<file path="config.mk">
export PLATFORM = sky130hd
export DESIGN_NAME = multicycle_control
export DESIGN_NICKNAME = d
export VERILOG_FILES = /design/src/rtl/mc_ctrl_pkg.sv /design/src/rtl/mc_opcode_decode.sv /design/src/rtl/multicycle_control.sv
export SDC_FILE = /design/constraint.sdc
export NUM_CORES = 1
export LEC_CHECK = 0
export BUFFER_PORTS_ARGS = -buffer_cell sky130_fd_sc_hd__buf_4
export CAP_MARGIN = 5
export CORE_ASPECT_RATIO = 1.4
export CORE_UTILIZATION = 45
export DETAILED_ROUTE_END_ITERATION = 6
export GPL_TIMING_DRIVEN = 0
export PLACE_DENSITY_LB_ADDON = 0.12
export SLEW_MARGIN = 0
export SYNTH_ARGS = -nofsm -noshare
export SYNTH_HDL_FRONTEND = slang
export SYNTH_SLANG_ARGS = --single-unit
</file>
<file path="constraint.sdc">
create_clock -name Clk -period 2.6 [get_ports Clk]
set_input_delay 0.13 -clock Clk [delete_from_list [all_inputs] [get_ports Clk]]
set_output_delay 0.13 -clock Clk [all_outputs]
set_load 0.01 [all_outputs]
</file>
<file path="src/rtl/mc_ctrl_pkg.sv">
// Shared encodings for the multicycle CPU control FSM: opcodes, ALU codes,
// mux selects, state codes, and the state -> control-word mapping.
package mc_ctrl_pkg;

    localparam logic [5:0] OP_LI   = 6'b011000;
    localparam logic [5:0] OP_LUI  = 6'b011001;
    localparam logic [5:0] OP_LWI  = 6'b011010;
    localparam logic [5:0] OP_SWI  = 6'b011011;
    localparam logic [5:0] OP_LW   = 6'b011100;
    localparam logic [5:0] OP_SW   = 6'b011101;
    localparam logic [5:0] OP_JMP  = 6'b110000;
    localparam logic [5:0] OP_HALT = 6'b111111;

    localparam logic [2:0] ALU_ADD = 3'b000;
    localparam logic [2:0] ALU_SUB = 3'b001;

    localparam logic [1:0] PCS_ALU    = 2'b00;
    localparam logic [1:0] PCS_ALUOUT = 2'b01;
    localparam logic [1:0] PCS_JUMP   = 2'b10;

    localparam logic [1:0] M2R_ALUOUT = 2'b00;
    localparam logic [1:0] M2R_ZE16   = 2'b01;
    localparam logic [1:0] M2R_DMEM   = 2'b10;
    localparam logic [1:0] M2R_LUI    = 2'b11;

    localparam logic [1:0] SRCB_B    = 2'b00;
    localparam logic [1:0] SRCB_ONE  = 2'b01;
    localparam logic [1:0] SRCB_SE16 = 2'b10;
    localparam logic [1:0] SRCB_ZE16 = 2'b11;

    typedef enum logic [3:0] {
        FETCH    = 4'd0,
        DECODE   = 4'd1,
        EXEC_R   = 4'd2,
        EXEC_I   = 4'd3,
        ALU_WB   = 4'd4,
        LI_WB    = 4'd5,
        MEM_ADDR = 4'd6,
        MEM_RD   = 4'd7,
        MEM_WB   = 4'd8,
        MEM_WR   = 4'd9,
        BRANCH   = 4'd10,
        JUMP     = 4'd11,
        HALT     = 4'd12,
        TRAP     = 4'd13
    } state_t;

    typedef struct packed {
        logic       is_r;
        logic       is_imm_se;
        logic       is_imm_ze;
        logic       is_li;
        logic       is_lui;
        logic       is_load;
        logic       is_store;
        logic       is_direct;
        logic       is_branch;
        logic       is_jmp;
        logic       is_halt;
        logic       illegal;
        logic [2:0] alu_sel;
        logic [1:0] bcond;
    } opc_class_t;

    typedef struct packed {
        logic       pc_write;
        logic       pc_write_cond;
        logic [1:0] pc_source;
        logic       ir_write;
        logic       mem_write;
        logic       mem_addr;
        logic [1:0] mem_to_reg;
        logic       reg_write;
        logic       reg_read;
        logic       alu_src_a;
        logic [1:0] alu_src_b;
        logic [2:0] alu_select;
        logic [1:0] branch_cond;
        logic       halted;
        logic       illegal_op;
    } ctrl_t;

    // DECODE's RegRead depends on the live opcode and is added in the top.
    function automatic ctrl_t ctrl_for(input state_t s, input opc_class_t c);
        ctrl_t o;
        o = '0;
        case (s)
            FETCH: begin
                o.ir_write   = 1'b1;
                o.alu_src_b  = SRCB_ONE;
                o.alu_select = ALU_ADD;
                o.pc_source  = PCS_ALU;
                o.pc_write   = 1'b1;
            end
            DECODE: begin
                o.alu_src_b  = SRCB_SE16;
                o.alu_select = ALU_ADD;
            end
            EXEC_R: begin
                o.alu_src_a  = 1'b1;
                o.alu_src_b  = SRCB_B;
                o.alu_select = c.alu_sel;
            end
            EXEC_I: begin
                o.alu_src_a  = 1'b1;
                o.alu_src_b  = c.is_imm_ze ? SRCB_ZE16 : SRCB_SE16;
                o.alu_select = c.alu_sel;
            end
            ALU_WB: begin
                o.mem_to_reg = M2R_ALUOUT;
                o.reg_write  = 1'b1;
            end
            LI_WB: begin
                o.mem_to_reg = c.is_lui ? M2R_LUI : M2R_ZE16;
                o.reg_write  = 1'b1;
            end
            MEM_ADDR: begin
                o.alu_src_a  = 1'b1;
                o.alu_src_b  = SRCB_SE16;
                o.alu_select = ALU_ADD;
                o.reg_read   = 1'b1;
            end
            MEM_RD: o.mem_addr = c.is_direct;
            MEM_WB: begin
                o.mem_to_reg = M2R_DMEM;
                o.reg_write  = 1'b1;
                o.mem_addr   = c.is_direct;
            end
            MEM_WR: begin
                o.mem_write = 1'b1;
                o.reg_read  = 1'b1;
                o.mem_addr  = c.is_direct;
            end
            BRANCH: begin
                o.alu_src_a     = 1'b1;
                o.alu_src_b     = SRCB_B;
                o.alu_select    = ALU_SUB;
                o.reg_read      = 1'b1;
                o.pc_write_cond = 1'b1;
                o.pc_source     = PCS_ALUOUT;
                o.branch_cond   = c.bcond;
            end
            JUMP: begin
                o.pc_source = PCS_JUMP;
                o.pc_write  = 1'b1;
            end
            HALT: o.halted = 1'b1;
            TRAP: begin
                o.halted     = 1'b1;
                o.illegal_op = 1'b1;
            end
            default: ;
        endcase
        return o;
    endfunction

endpackage

</file>
<file path="src/rtl/mc_opcode_decode.sv">
// Combinational opcode classifier for the multicycle control FSM.
module mc_opcode_decode
    import mc_ctrl_pkg::*;
(
    input  logic [5:0] opcode,
    output logic       is_r,
    output logic       is_imm_se,
    output logic       is_imm_ze,
    output logic       is_li,
    output logic       is_lui,
    output logic       is_load,
    output logic       is_store,
    output logic       is_direct,
    output logic       is_branch,
    output logic       is_jmp,
    output logic       is_halt,
    output logic       illegal
);

    always_comb begin
        is_r      = 1'b0;
        is_imm_se = 1'b0;
        is_imm_ze = 1'b0;
        is_li     = 1'b0;
        is_lui    = 1'b0;
        is_load   = 1'b0;
        is_store  = 1'b0;
        is_direct = 1'b0;
        is_branch = 1'b0;
        is_jmp    = 1'b0;
        is_halt   = 1'b0;
        illegal   = 1'b0;
        casez (opcode)
            6'b000???: is_r      = 1'b1;
            6'b001???: is_imm_se = 1'b1;
            6'b010???: is_imm_ze = 1'b1;
            OP_LI:     is_li     = 1'b1;
            OP_LUI:    is_lui    = 1'b1;
            OP_LWI: begin
                is_load   = 1'b1;
                is_direct = 1'b1;
            end
            OP_SWI: begin
                is_store  = 1'b1;
                is_direct = 1'b1;
            end
            OP_LW:     is_load   = 1'b1;
            OP_SW:     is_store  = 1'b1;
            6'b1000??: is_branch = 1'b1;
            OP_JMP:    is_jmp    = 1'b1;
            OP_HALT:   is_halt   = 1'b1;
            default:   illegal   = 1'b1;
        endcase
    end

endmodule

</file>
<file path="src/rtl/multicycle_control.sv">
// Moore control FSM for the multicycle CPU datapath.
// Build option: MC_ILLEGAL_TRAP_EN sends illegal opcodes to an absorbing TRAP state.
module multicycle_control
    import mc_ctrl_pkg::*;
#(
    parameter int OPC_W    = 6,
    parameter int ALUSEL_W = 3
) (
    input  logic                Clk,
    input  logic                Reset,
    input  logic [OPC_W-1:0]    Opcode,
    output logic                PCWrite,
    output logic                PCWriteCond,
    output logic [1:0]          PCSource,
    output logic                IRWrite,
    output logic                MemWrite,
    output logic                MemAddr,
    output logic [1:0]          MemtoReg,
    output logic                RegWrite,
    output logic                RegRead,
    output logic                ALUSrcA,
    output logic [1:0]          ALUSrcB,
    output logic [ALUSEL_W-1:0] ALUSelect,
    output logic [1:0]          BranchCond,
    output logic                Halted,
    output logic                IllegalOp,
    output logic [3:0]          State
);

    opc_class_t live;
    opc_class_t cls_q, cls_n;
    state_t     state_q, nxt;
    ctrl_t      ctrl_q, ctrl_n;

    mc_opcode_decode u_decode (
        .opcode    (Opcode[5:0]),
        .is_r      (live.is_r),
        .is_imm_se (live.is_imm_se),
        .is_imm_ze (live.is_imm_ze),
        .is_li     (live.is_li),
        .is_lui    (live.is_lui),
        .is_load   (live.is_load),
        .is_store  (live.is_store),
        .is_direct (live.is_direct),
        .is_branch (live.is_branch),
        .is_jmp    (live.is_jmp),
        .is_halt   (live.is_halt),
        .illegal   (live.illegal)
    );

    assign live.alu_sel = Opcode[2:0];
    assign live.bcond   = Opcode[1:0];

    always_comb begin
        nxt   = state_q;
        cls_n = cls_q;
        case (state_q)
            FETCH: nxt = DECODE;
            DECODE: begin
                cls_n = live;
                if (live.is_r)                          nxt = EXEC_R;
                else if (live.is_imm_se || live.is_imm_ze) nxt = EXEC_I;
                else if (live.is_li || live.is_lui)     nxt = LI_WB;
                else if ((live.is_load || live.is_store) && !live.is_direct) nxt = MEM_ADDR;
                else if (live.is_load)                  nxt = MEM_RD;
                else if (live.is_store)                 nxt = MEM_WR;
                else if (live.is_branch)                nxt = BRANCH;
                else if (live.is_jmp)                   nxt = JUMP;
                else if (live.is_halt)                  nxt = HALT;
                else begin
`ifdef MC_ILLEGAL_TRAP_EN
                    nxt = TRAP;
`else
                    nxt = FETCH;
`endif
                end
            end
            EXEC_R, EXEC_I: nxt = ALU_WB;
            MEM_ADDR: nxt = cls_q.is_load ? MEM_RD : MEM_WR;
            MEM_RD:   nxt = MEM_WB;
            ALU_WB, LI_WB, MEM_WB, MEM_WR, BRANCH, JUMP: nxt = FETCH;
            HALT:     nxt = HALT;
            TRAP:     nxt = TRAP;
            default:  nxt = FETCH;
        endcase
`ifdef MC_ILLEGAL_TRAP_EN
        ctrl_n = ctrl_for(nxt, cls_n);
`else
        ctrl_n            = ctrl_for(nxt, cls_n);
        ctrl_n.illegal_op = 1'b0;
`endif
    end

    // Control word is registered alongside the state it belongs to.
    always_ff @(posedge Clk or posedge Reset) begin
        if (Reset) begin
            state_q <= FETCH;
            cls_q   <= '0;
            ctrl_q  <= ctrl_for(FETCH, '0);
        end else begin
            state_q <= nxt;
            cls_q   <= cls_n;
            ctrl_q  <= ctrl_n;
        end
    end

    assign PCWrite     = ctrl_q.pc_write;
    assign PCWriteCond = ctrl_q.pc_write_cond;
    assign PCSource    = ctrl_q.pc_source;
    assign IRWrite     = ctrl_q.ir_write;
    assign MemWrite    = ctrl_q.mem_write;
    assign MemAddr     = ctrl_q.mem_addr;
    assign MemtoReg    = ctrl_q.mem_to_reg;
    assign RegWrite    = ctrl_q.reg_write;
    // In DECODE the IR has only just loaded, so Read2 select follows the live opcode.
    assign RegRead     = ctrl_q.reg_read |
                         ((state_q == DECODE) && (live.is_store || live.is_branch));
    assign ALUSrcA     = ctrl_q.alu_src_a;
    assign ALUSrcB     = ctrl_q.alu_src_b;
    assign ALUSelect   = ctrl_q.alu_select;
    assign BranchCond  = ctrl_q.branch_cond;
    assign Halted      = ctrl_q.halted;
    assign IllegalOp   = ctrl_q.illegal_op;
    assign State       = state_q;

endmodule
</file>
# After elaboration in Yosys (flattened, before gate mapping)
# Cells that the tools add are included.
[totals] regBits=39 in_bits=8 out_inout_bits=25
[classes] eq_ne=31 n_mux=38 n_bitwise=1 reduce_logical=21
[ops] operator="4-bit two-way mux" count=10
[ops] operator="4-bit equality test, second input constant" count=9
[ops] operator="6-bit by 5-bit equality test with 1-bit output, second input constant" count=6
[ops] operator="4-bit one-hot mux with 7 select lines" count=1
[ops] operator="5-bit one-hot mux with 5 select lines" count=1
[ops] operator="4-bit by 3-bit equality test with 1-bit output, second input constant" count=6
[ops] operator="1-bit two-way mux" count=21
[ops] operator="4-bit by 2-bit equality test with 1-bit output, second input constant" count=4
[ops] operator="15-bit two-way mux" count=1
[ops] operator="2-bit OR reduction" count=7
[ops] operator="6-bit equality test, second input constant" count=2
[ops] operator="12-bit OR reduction" count=1
[ops] operator="3-bit one-hot mux with 3 select lines" count=1
[ops] operator="4-bit by 1-bit equality test with 1-bit output, second input constant" count=2
[ops] operator="4-bit zero test" count=2
[ops] operator="3-bit OR reduction" count=2
[ops] operator="1-bit logical OR" count=4
[ops] operator="2-bit two-way mux" count=2
[ops] operator="2-bit one-hot mux with 2 select lines" count=1
[ops] operator="4-bit OR reduction" count=1
[ops] operator="3-bit by 1-bit equality test with 1-bit output, second input constant" count=1
[ops] operator="3-bit by 2-bit equality test with 1-bit output, second input constant" count=1
[ops] operator="3-bit zero test" count=1
[ops] operator="1-bit logical AND" count=2
[ops] operator="other kinds (2)" count=2

# Longest topological paths before layout
# Gate-level depths: netlist of the first run.
[depth] ltp_word=15 ltp_mapped=8 ltp_nobuf=6

# Modules after synthesis
# Synthesis of the first run repeated with hierarchy kept, for this count alone.
[unflattened] hier_cells=169 area_unflattened_um2=1592.8
[by_module_without_submodules] module="multicycle_control" instances=1 cells_each=145 area_each_um2=1447.6 seq_area_each_um2=754.5
[by_module_without_submodules] module="mc_opcode_decode" instances=1 cells_each=24 area_each_um2=145.1 seq_area_each_um2=0.0

# Worst setup path before layout of the first run
# No wires, ideal clock.
[synth_timing] path_type="register -> register" startpoint="reg state_q[3], in the netlist State[3]" endpoint="reg ctrl_q, in the netlist BranchCond[0]" arrival_time_ns=1.887 t_required_ns=2.532 path_slack_ns=0.645 stages_incl_launch_ff=9 path_buffers=3 period_less_slack_ns=1.955 path_cell_list="dfrtp_1 -> buf_6 -> or4b_1 -> buf_2 -> a311oi_4 -> nor2_2 -> inv_2 -> buf_6 -> and4_1"
[synth_lines] element="start: declaration" line_no="multicycle_control.sv:32" rtl="state_t state_q, nxt;"
[synth_lines] element="start signal: assignment" line_no="multicycle_control.sv:101" rtl="state_q <= nxt;"
[synth_lines] element="end signal: assignment" line_no="multicycle_control.sv:99" rtl="ctrl_q <= ctrl_for(FETCH, '0);"
[synth_lines] element="end signal: assignment" line_no="multicycle_control.sv:103" rtl="ctrl_q <= ctrl_n;"
[synth_lines] element="end: declaration" line_no="multicycle_control.sv:33" rtl="ctrl_t ctrl_q, ctrl_n;"

==> results.py, run 1 <==
metrics = {
    "status": {
        "outcome": "completed",
    },
    "sta": {
        "finalSetupViolCount": 0,
        "finClkSkew_ns": 0.0101,
        "setup_tns_ns": 0,
        "rsz0062_at_grt": "false",
        "final-max-slew-violation-count": 0,
        "finalCriticalPeriod_ns": 2.26,
        "worst_pin_slew_ns": 1.08,
        "slew_headroom_pct": 28.0,
        "timing.final.ws_setup_ns": 0.335,
        "max_freq_mhz": 442,
        "hold_violations": 0,
        "fin_crit_sh_pct": 87.1,
    },
    "clock_network": {
        "cts_tree": "yes",
        "numCtsBuffers": 5,
        "cts_root_buf": "clkbuf_8",
        "post_cts_buffers": 0,
        "cts_buffer_depth": 2,
        "clkSinkCount": 30,
        "holdBufCountCts": 0,
        "clk_pin_slew_ns": 0.06,
        "ctsResizeCount": 0,
        "htreeDepth": 2,
        "insertion_delay_ns": 0.28,
    },
    "drt": {
        "num_vias": 1339,
        "via_per_inst": 5.49,
        "wl_per_cell_um": 14.8,
        "drtIter0Drc": 30,
        "ant_nets": 0,
        "first_pass_iters": 4,
        "drc": 0,
        "wl_um": 3610,
    },
    "layout": {
        "nFillCells": 326,
        "layout.cells.most_common": "buf_4",
        "drive_gt1_share_pct": 33.8,
        "syn_to_final_growth_pct": 22.1,
        "final_area_um2": 1980,
        "layout.cells.non_filler": 244,
        "layout_common_cells": "buf_4, dfrtp_1, nand2_1",
        "fin_nets": 211,
        "diodes": 0,
    },
    "placement": {
        "preCtsSetupSlack_ns": 0.333,
        "portBuffers": 29,
        "placed_area_um2": 1890,
        "place_inst": 236,
        "place_hpwl_um": 2760,
        "gp_congestion": 0.843,
    },
    "yosys": {
        "synth-edff-count": 0,
        "ys_seq_elements": 30,
        "ys_types": 50,
        "yosysSeqAreaShare_pct": 46.6,
        "ys_async_sr_fraction_pct": 100,
        "synth_ff_type": "dfrtp_1",
        "netlist_instances": 167,
        "synth_area_um2": 1620,
        "synth_warnings": 0,
        "syn_nets": 175,
        "avgSynthCellArea_um2": 9.70,
    },
    "setup_path": {
        "path_class": "reg -> reg",
        "critPathLaunchType": "register",
        "worstPathArrival_ns": 2.43,
        "worstPathRequired_ns": 2.76,
        "end_kind": "register",
        "crit_fanout": 10,
    },
    "grt": {
        "grt_pass1_vias": 1277,
        "grt_max_degree": 31,
        "grt_pass1_wl_um": 5880,
        "grtUsageTotal_pct": 21.3,
        "antenna_found_initial": 0,
        "grt_overflow": 0,
    },
    "power": {
        "power_density_nw_per_um2": 1030,
        "p_comb_share_pct": 47.5,
        "p_sw_share_pct": 37.8,
        "p_switching_uw": 767,
        "clockPowerShare_pct": 18.6,
        "peakVddDrop_mv": 0.487,
        "internal_power_mw": 1.26,
        "p_leak_nw": 0.983,
        "power_frac_seq_pct": 33.9,
    },
    "die": {
        "die_area_um2": 3850,
        "core-area_um2": 3410,
        "floorplan.rows": 25,
        "die_y_um": 73,
        "pin_count": 33,
        "die_w_um": 52.7,
        "initial_core_util_pct": 47.5,
    },
    "hold_path": {
        "hold_path.class": "in -> async",
    },
    "run": {
        "drv_cap": 0,
    },
}
cell families after synthesis:
kind of cell / after synthesis / synth area share [%]
AO/OA/AOI/OAI: 32 / 16.1
AND/OR/NAND/NOR: 67 / 23.0
XOR/XNOR: 2 / 1.08
flip-flops: 30 / 46.6
multiplexers: 1 / 0.618
other: 1 / 0.231
buffers and inverters: 34 / 12.4
power by group through the flow:
stage	clock [mW]	combinational, mW	sequential [mW]
after floorplan	0	0.637	0.706
after global placement	0	0.945	0.691
after detailed placement	0	0.966	0.694
after CTS	0.386	0.968	0.687
after global routing	0.409	1.06	0.702
final	0.377	0.963	0.689
layout make-up:
type | instances | area [um2] | share of cell area [%]
plain buffers | 26 | 170 | 8.60
clock buffers | 8 | 90.1 | 4.55
inverters | 8 | 30.0 | 1.52
multi-input cells | 103 | 666 | 33.6
flip-flops and latches | 30 | 754 | 38.1
well taps | 40 | 50.0 | 2.53
repair buffers | 29 | 218 | 11.0
critical path, cell delays in order, from the launching register on:
cell	delay (ns)
dfrtp_1	0.40
buf_2	0.19
nand2b_1	0.18
o21a_1	0.19
a311oi_2	0.51
clkbuf_1	0.40
nand2_1	0.09
o32ai_1	0.18
state kept, by name (all words and copies together) (netlist names):
register    count
MemtoReg        2
ALUSrcA         1
cls_q           7
MemAddr         1
Halted          1
ALUSelect       3
BranchCond      2
ctrl_q          1
State           4
RegWrite        1
PCWrite         1
MemWrite        1
ALUSrcB         2
PCSource        2
IRWrite         1
path summary, 6_finish.rpt:
path                                start            to  slack (ns)  cells past startpoint
worst max-delay path             State[1]    ctrl_q[10]        0.34                      7
worst min-delay path                Reset  ALUSelect[2]        0.12                      2
worst max register to register   State[1]    ctrl_q[10]        0.34                      7
worst min register to register   cls_q[0]      cls_q[0]        0.48                      2
max in group asynchronous           Reset   PCSource[0]        1.82                      2
min in group Clk                Opcode[0]     cls_q[11]        0.16                      2
synthesized netlist by cell type, types with 4 or more instances:
library cell	n	area [um2]
nand2_1	21	78.8
inv_1	6	22.5
nor3b_1	4	30.0
nor2_1	5	18.8
nor3_1	7	35.0
buf_4	12	90.1
a21oi_1	4	20.0
nand2b_1	5	31.3
o21a_1	4	30.0
buf_2	9	45.0
dfrtp_1	27	676
metrics by stage:
step                      hold slack, ns  total power, mW  utilization, %
final                              0.120             2.03            58.0
after global routing               0.177             2.17            58.0
after CTS                          0.152             2.04            58.0
after detailed placement           0.454             1.66            55.4
after global placement             0.444             1.64            55.4
after floorplan                    0.219             1.34               -
metal layers:
| metal | vias to the layer above | routed length, um | track usage, % |
|---|---|---|---|
| li1 | 644 | - | - |
| met1 | 651 | 1410 | 23.8 |
| met2 | 38 | 1980 | 37.4 |
| met3 | 6 | 132 | 4.38 |
| met4 | 0 | 80 | 10.5 |
| met5 | - | 0 | 0 |
No activity file was read; power rests on OpenSTA's default activity.
==> run 2: changes to the inputs <==
--- a/config.mk
+++ b/config.mk
@@ -8,6 +8,7 @@
 export BUFFER_PORTS_ARGS = -buffer_cell sky130_fd_sc_hd__buf_4
 export CAP_MARGIN = 5
 export CORE_ASPECT_RATIO = 1.4
+export CORE_MARGIN = 2
 export CORE_UTILIZATION = 45
 export DETAILED_ROUTE_END_ITERATION = 6
 export GPL_TIMING_DRIVEN = 0
==> results.py, run 2 (same netlist as run 1, synthesis figures left out) <==
metrics = {
    "status": {
        "outcome": "completed",
    },
    "die": {
        "pin_count": 33,
        "initial_core_util_pct": 47.5,
        "die_area_um2": 4100,
        "floorplan.rows": 25,
        "die_w_um": 54.7,
        "core-area_um2": 3410,
        "die_y_um": 75,
    },
    "layout": {
        "final_area_um2": 2000,
        "layout.cells.non_filler": 244,
        "syn_to_final_growth_pct": 23.2,
        "layout_common_cells": "buf_4, dfrtp_1, nand2_1",
        "largest_reg_flops": 7,
        "layout.cells.most_common": "buf_4",
        "drive_gt1_share_pct": 34.8,
        "fin_nets": 211,
        "largest-register": "cls_q",
        "utilization_pct": 58.6,
        "nFillCells": 323,
        "diodes": 0,
    },
    "clock_network": {
        "ctsResizeCount": 0,
        "numCtsBuffers": 5,
        "post_cts_buffers": 0,
        "clk_pin_slew_ns": 0.07,
        "clkSinkCount": 30,
        "htreeDepth": 2,
        "holdBufCountCts": 0,
        "insertion_delay_ns": 0.28,
        "cts_root_buf": "clkbuf_8",
        "cts_tree": "yes",
        "cts_buffer_depth": 2,
    },
    "placement": {
        "portBuffers": 29,
        "gp_congestion": 0.823,
        "placed_area_um2": 1890,
        "preCtsSetupSlack_ns": 0.418,
        "place_inst": 236,
        "place_hpwl_um": 2810,
    },
    "sta": {
        "max_freq_mhz": 449,
        "fin_crit_sh_pct": 85.7,
        "slew_headroom_pct": 27.7,
        "finalSetupViolCount": 0,
        "hold_violations": 0,
        "finClkSkew_ns": 0.00718,
        "worst_pin_slew_ns": 1.08,
        "setup_tns_ns": 0,
        "finalCriticalPeriod_ns": 2.23,
        "timing.final.ws_setup_ns": 0.371,
        "final-max-slew-violation-count": 0,
        "rsz0062_at_grt": "false",
    },
    "power": {
        "p_sw_share_pct": 37.1,
        "p_switching_uw": 786,
        "power_frac_seq_pct": 32.5,
        "p_comb_share_pct": 46.1,
        "clockPowerShare_pct": 21.4,
        "internal_power_mw": 1.33,
        "peakVddDrop_mv": 0.501,
        "power_density_nw_per_um2": 1060,
        "p_leak_nw": 0.996,
    },
    "setup_path": {
        "worstPathRequired_ns": 2.76,
        "critPathLaunchType": "register",
        "crit_fanout": 10,
        "path_class": "reg -> reg",
        "end_kind": "register",
        "worstPathArrival_ns": 2.39,
        "r2r_setup_slack_ns": 0.37,
    },
    "grt": {
        "grt_overflow": 0,
        "grt_pass1_wl_um": 5870,
        "grtUsageTotal_pct": 20.2,
        "grt_max_degree": 31,
        "antenna_found_initial": 0,
        "grt_pass1_vias": 1280,
    },
    "drt": {
        "wl_per_cell_um": 15.1,
        "ant_nets": 0,
        "wl_um": 3680,
        "drc": 0,
        "drtIter0Drc": 12,
        "num_vias": 1326,
        "via_per_inst": 5.43,
        "first_pass_iters": 4,
    },
    "run": {
        "drv_cap": 0,
    },
    "hold_path": {
        "hold_path.class": "in -> async",
    },
}
## run 2: changes by cell type in the layout (fill, tap and decap cells not counted), sizes merged
cell | previous run | this run
clkinv | 0 | 2
clkbuf | 11 | 8
bufinv | 0 | 1
## run 2: critical path: stages (launching register included)
cell and delay, ns:
dfrtp_1 0.40, buf_2 0.19, nand2b_1 0.18, o21a_1 0.19
a311oi_2 0.51, clkbuf_1 0.39, nand2_1 0.09, o32ai_1 0.17
## run 2: area by class of cell
cell class                 instances  area [um2]  share of cell area (%)
timing repair buffer              29         218                    10.9
multi-input combinational        103         666                    33.3
clock buffer                       5        68.8                    3.45
clock inverter                     3        40.0                    2.01
tap                               40        50.0                    2.51
inverter                           8        30.0                    1.50
buffer                            26         170                    8.52
sequential                        30         754                    37.8
## run 2: metal layers
metal	wire, um	vias to the layer above	GRT usage (%)
met1	1420	632	21.6
met3	118	12	3.97
li1	-	644	-
met2	2000	38	35.1
met4	145	0	12.5
met5	0	-	0
## run 2: stage by stage
step                      hold WS [ns]  total power [mW]
after detailed placement         0.458              1.66
final                            0.125              2.12
after global routing             0.202              2.25
after CTS                        0.167              2.13
after global placement           0.447              1.64
after floorplan                  0.219              1.34
## run 2: final timing paths
path,start,end,cells after the start
setup / recovery,State[1],ctrl_q[10],7
hold / removal,Reset,ALUSelect[1],2
setup reg to reg,State[1],ctrl_q[10],7
hold reg to reg,cls_q[3],cls_q[3],2
max in group asynchronous,Reset,BranchCond[1],2
min in group Clk,Opcode[0],cls_q[11],2
## run 2: power by group through the flow
stage	Clock, mW	Combinational, mW	Sequential [mW]
after global placement	0	0.945	0.692
after CTS	0.459	0.978	0.689
after detailed placement	0	0.968	0.697
final	0.454	0.974	0.687
after global routing	0.481	1.07	0.705
after floorplan	0	0.637	0.706
